$ cat config.mk
export PLATFORM = sky130hd
export DESIGN_NAME = fetch_prefetch_queue
export DESIGN_NICKNAME = d
export VERILOG_FILES = /design/src/rtl/fetch_prefetch_queue.sv
export SDC_FILE = /design/constraint.sdc
export NUM_CORES = 1
export LEC_CHECK = 0
export BUFFER_PORTS_ARGS = -buffer_cell sky130_fd_sc_hd__buf_2
export CAP_MARGIN = 10
export CORE_ASPECT_RATIO = 0.5
export CORE_MARGIN = 8
export CORE_UTILIZATION = 53
export DETAILED_ROUTE_END_ITERATION = 8
export PLACE_DENSITY = 0.84
export SYNTH_ARGS = -nofsm -noshare
export SYNTH_HDL_FRONTEND = slang
export SYNTH_SLANG_ARGS = --single-unit
$ cat constraint.sdc
create_clock -name clk -period 3.09 [get_ports clk]
set_clock_uncertainty 0.05 [all_clocks]
set_input_delay 0.7725 -clock clk [delete_from_list [all_inputs] [get_ports clk]]
set_output_delay 0.7725 -clock clk [all_outputs]
set_load 0.005 [all_outputs]
$ cat src/rtl/fetch_prefetch_queue.sv
// fetch_prefetch_queue: instruction fetch stage. Owns the PC, issues pipelined
// reads to instruction memory under a credit limit, and buffers responses in an
// in-order queue whose head feeds the fetch/decode pipeline register.
module fetch_prefetch_queue #(
  parameter int unsigned DEPTH    = 4,
  parameter logic [31:0] RESET_PC = 32'h0000_0000
) (
  input  logic        clk,
  input  logic        reset,
  output logic        imem_req,
  output logic [31:0] imem_addr,
  input  logic        imem_ready,
  input  logic        imem_rvalid,
  input  logic [31:0] imem_rdata,
  input  logic        redirect,
  input  logic [31:0] redirect_pc,
  input  logic        stall,
  output logic        fd_valid,
  output logic [31:0] fd_instr,
  output logic [31:0] fd_pc4
);

  localparam int unsigned PW = $clog2(DEPTH);
  localparam int unsigned CW = PW + 1;
  localparam int unsigned SW = CW + 1;
  localparam logic [SW-1:0] CREDIT_LIMIT = SW'(DEPTH);

  typedef enum logic {RUN, DRAIN} state_t;

  state_t        state;
  logic [31:0]   fetch_pc;
  logic [31:0]   q_instr   [DEPTH];
  logic [31:0]   q_pc4     [DEPTH];
  logic [31:0]   addr_fifo [DEPTH];
  logic [PW-1:0] q_rd;
  logic [PW-1:0] q_wr;
  logic [PW-1:0] a_rd;
  logic [PW-1:0] a_wr;
  logic [CW-1:0] count;
  logic [CW-1:0] outstanding;
  logic [CW-1:0] drop;

  logic          accept;
  logic          resp;
  logic          push;
  logic          pop;
  logic          resp_dec;
  logic [SW-1:0] credit_used;
  logic [CW-1:0] drop_src;
  logic [CW-1:0] drop_next;

  // Issue credit, handshake decode, and the drop count a redirect would leave behind
  always_comb begin
    credit_used = {1'b0, count} + {1'b0, outstanding};
    imem_req    = reset && (state == RUN) && (credit_used < CREDIT_LIMIT) && !redirect;
    imem_addr   = fetch_pc;
    accept      = imem_req && imem_ready;
    resp        = imem_rvalid && (state == RUN) && (outstanding != '0);
    push        = resp && !redirect;
    pop         = fd_valid && !stall && !redirect;
    drop_src    = (state == DRAIN) ? drop : outstanding;
    resp_dec    = imem_rvalid && (drop_src != '0);
    drop_next   = drop_src - {{(CW-1){1'b0}}, resp_dec};
  end

  // Queue head drives fetch/decode directly and reads as zero when empty
  always_comb begin
    fd_valid = (count != '0);
    fd_instr = fd_valid ? q_instr[q_rd] : 32'h0;
    fd_pc4   = fd_valid ? q_pc4[q_rd]   : 32'h0;
  end

  // Storage needs no reset: entry validity lives entirely in the pointers and counts
  always_ff @(posedge clk) begin
    if (accept) begin
      addr_fifo[a_wr] <= fetch_pc;
    end
    if (push) begin
      q_instr[q_wr] <= imem_rdata;
      q_pc4[q_wr]   <= addr_fifo[a_rd] + 32'd4;
    end
  end

  // Fetch control: PC, credit counters, pointers and the RUN/DRAIN flush machine
  always_ff @(posedge clk or negedge reset) begin
    if (!reset) begin
      state       <= RUN;
      fetch_pc    <= RESET_PC;
      q_rd        <= '0;
      q_wr        <= '0;
      a_rd        <= '0;
      a_wr        <= '0;
      count       <= '0;
      outstanding <= '0;
      drop        <= '0;
    end else if (redirect) begin
      fetch_pc    <= redirect_pc;
      q_rd        <= '0;
      q_wr        <= '0;
      a_rd        <= '0;
      a_wr        <= '0;
      count       <= '0;
      outstanding <= '0;
      drop        <= drop_next;
      state       <= (drop_next != '0) ? DRAIN : RUN;
    end else if (state == DRAIN) begin
      if (imem_rvalid && (drop != '0)) begin
        drop <= drop - CW'(1);
      end
      if ((drop == '0) || (imem_rvalid && (drop == CW'(1)))) begin
        state <= RUN;
      end
    end else begin
      if (accept) begin
        fetch_pc <= fetch_pc + 32'd4;
        a_wr     <= a_wr + PW'(1);
      end
      if (resp) begin
        a_rd <= a_rd + PW'(1);
      end
      if (push) begin
        q_wr <= q_wr + PW'(1);
      end
      if (pop) begin
        q_rd <= q_rd + PW'(1);
      end
      case ({accept, resp})
        2'b10:   outstanding <= outstanding + CW'(1);
        2'b01:   outstanding <= outstanding - CW'(1);
        default: ;
      endcase
      case ({push, pop})
        2'b10:   count <= count + CW'(1);
        2'b01:   count <= count - CW'(1);
        default: ;
      endcase
    end
  end

endmodule

==> results.sh <==
export IMPL_yosys_area_share_simple_pct=8.26
export IMPL_routabilityCongestion=0.856
export IMPL_syn_avg_cell_area_um2=17.9
export IMPL_cts_htree_levels=2
export IMPL_fin_crit_ps=2990
export IMPL_die_w_um=277
export IMPL_antennaDiodeCount=0
export IMPL_clock_sinks=434
export IMPL_period_share_pct=96.9
export IMPL_yosysUniqueCellTypes=56
export IMPL_cts_buffer_depth=3
export IMPL_hold_slack_ps=376
export IMPL_multi_input_area_um2=4970
export IMPL_track_usage_pct=19.0
export IMPL_critPathArrivalTime_ps=2170
export IMPL_first_global_vias=10379
export IMPL_core_um2=33200
export IMPL_nNetsFinal=1284
export IMPL_setup_viol=0
export IMPL_end_kind="output port"
export IMPL_clk_latency_ps=530
export IMPL_num_rows=47
export IMPL_layout_cells_non_filler=1664
export IMPL_fin_tns_setup_ps=0
export IMPL_cap_violations=0
export IMPL_outcome="completed"
export IMPL_r2r_end="outstanding[1]"
export IMPL_drt_iter0_drc=914
export IMPL_r2r_cells=7
export IMPL_cts_tree="yes"
export IMPL_drv_slew=0
export IMPL_synth_seq_cells=434
export IMPL_dpl_hpwl_mm=24.4
export IMPL_die_h_um=146
export IMPL_yosysWarnings=0
export IMPL_synth_top_family_by_area="multiplexers"
export IMPL_syn_area_um2=18000
export IMPL_cts_root_buffer="clkbuf_16"
export IMPL_wl_per_cell_um=23.5
export IMPL_dieArea_um2=40500
export IMPL_drtAntennaViolNets=0
export IMPL_cp_start_kind="register"
export IMPL_critPathRequiredTime_ps=2270
export IMPL_synth_flop_cell="edfxtp_1"
export IMPL_post_route_util_pct=62.6
export IMPL_seq_area_frac_synth_pct=71.0
export IMPL_fill_cells=2196
export IMPL_hold_viol=0
export IMPL_fmax_ghz=0.334
export IMPL_rsz0062_at_grt="true"
export IMPL_clk_pin_slew_ps=70
export IMPL_power_leakage_nw=7.22
export IMPL_syn2layout_area_growth_pct=15.5
export IMPL_tightest_slew_ps=704
export IMPL_cts_hold_buf=0
export IMPL_setup_worst_path_class="register to output port"
export IMPL_start_util_pct=54.2
export IMPL_maxSlewHeadroom_pct=52.7
export IMPL_synthAdderAreaFrac_pct=1.40
export IMPL_synth_most_common_cell="edfxtp_1"
export IMPL_grt_pass1_wl_mm=60.7
export IMPL_rr_startpoint="outstanding[2]"
export IMPL_drive_gt1_share_pct=30.4
export IMPL_ios=168
export IMPL_synth_compound_area_share_pct=3.07
export IMPL_seq_area_um2=12800
export IMPL_io_buffers=167
export IMPL_ir_worst_vdd_v=0.000395
export IMPL_gr_total_overflow=0
export IMPL_synthTopCellsByCount="edfxtp_1 (384), mux4_2 (94), and2_1 (78), nand2_1 (53), dfrtp_1 (50)"
export IMPL_dpl_cell_count=1593
export IMPL_vias_per_cell=5.94
export IMPL_synthTopCellsByArea="edfxtp_1 (64%), mux4_2 (12%), dfrtp_1 (7.0%), and2_1 (2.7%), xnor2_1 (1.6%)"
export IMPL_synth_top_cell_by_area="edfxtp_1"
export IMPL_p_per_area_nw_per_um2=576
export IMPL_hp_class="input pin to asynchronous set/reset pin"
export IMPL_synth_edf_count=384
export IMPL_synth_fp_nets=1093
export IMPL_reg2reg_slack_ps=200
export IMPL_antenna_found_initial=0
export IMPL_dr_pass1_iters=5
export IMPL_synth_xor_area_share_pct=2.14
export IMPL_cts_buffers=39
export IMPL_synthCells=1004
export IMPL_synth_top_area_share_pct=64.1
export IMPL_grt_max_degree=66
export IMPL_vias=9890
export IMPL_synth_mux_area_share_pct=12.6
export IMPL_async_flop_share_pct=11.5
export IMPL_cp_max_fo=25
export IMPL_routed_wl_mm=39.2
export IMPL_drc=0
==> routing by layer <==
| layer | track usage, % | vias up | share of wire (%) |
|---|---|---|---|
| met5 | 0 | - | 0 |
| met3 | 3.21 | 81 | 6.3 |
| li1 | - | 4352 | - |
| met4 | 5.25 | 0 | 2.2 |
| met1 | 24.2 | 5027 | 40 |
| met2 | 33.8 | 430 | 52 |
==> sequential cells by signal (all words and copies together) (netlist names), 3 cells and up <==
register	flops
imem_addr	32
count	3
outstanding	3
addr_fifo	128
drop	3
q_instr	128
q_pc4	128
==> metrics by stage <==
step	total power [mW]	instance area, µm²	worst slack [ps]
after floorplan	7.20	18000	5.06
after global placement	7.46	19600	133
after detailed placement	7.53	19600	134
after CTS	12.0	20800	5.88
after global routing	12.3	20800	-5.17
final	12.0	20800	95.8
==> cell type report <==
cell class                      instances  area share [%]
Sequential cell                       434            61.5
Timing Repair Buffer                  198            6.05
Multi-Input combinational cell        509            23.9
Clock buffer                           57            5.22
Tap cell                              441            2.65
Inverter                               13           0.235
Clock inverter                         12           0.397
==> worst max-delay path by stage <==
stage                    from              to  slack, ps  depth (start not counted)
6_report              q_rd[0]      fd_pc4[16]        100                          4
5_1_grt               q_rd[0]      fd_pc4[16]         -5                          4
3_3_place_gp            reset  outstanding[1]        130                          7
4_1_cts        outstanding[2]        imem_req          6                          4
3_5_place_dp            reset  outstanding[1]        130                          7
2_1_floorplan           reset  outstanding[1]          5                          8
==> critical path, cell delays in order, from the launching register on <==
cell and delay, ps:
dfrtp_4 520, buf_16 240, mux4_2 510, and2_1 210, buf_2 140
==> cell families after synthesis <==
kind of cell	count (synthesis)
compound gates	77
xor+xnor	44
fa+ha+maj	19
buf+inv	61
flops	434
mux	105
simple gates	264
==> power breakdown <==
part | total, mW | internal [mW] | switching, mW
Clock | 4.55 | 2.53 | 2.02
Combinational | 0.697 | 0.301 | 0.396
Sequential | 6.73 | 6.53 | 0.197
Total | 12.0 | 9.36 | 2.62
==> placed cells by master, fill, tap and decap left out, types with 6 or more instances in the layout <==
cell and count:
edfxtp_1 384, buf_12 13, a31oi_1 6, nor4_1 7, nand4_1 13, inv_1 13, clkbuf_1 16, nor2b_1 10
buf_2 167, a211o_1 6, xor2_1 11, nand2_1 53, and2_1 70, dfrtp_1 46, o21ai_0 19, nor2_1 28
xnor2_1 33, and3_1 14, mux4_2 94, clkbuf_16 41, mux2i_1 7, a21oi_1 16, nor3_1 11, nand3_1 23
and4_1 6, buf_4 15, ha_1 17, o211ai_1 6
==> what timing repair did <==
item,CTS,global route
pin swaps,0,1
setup buffers,2,0
endpoints found under the setup margin,43,14
gates resized for setup,3,4
Note: power is estimated with default switching activity, not from simulation.
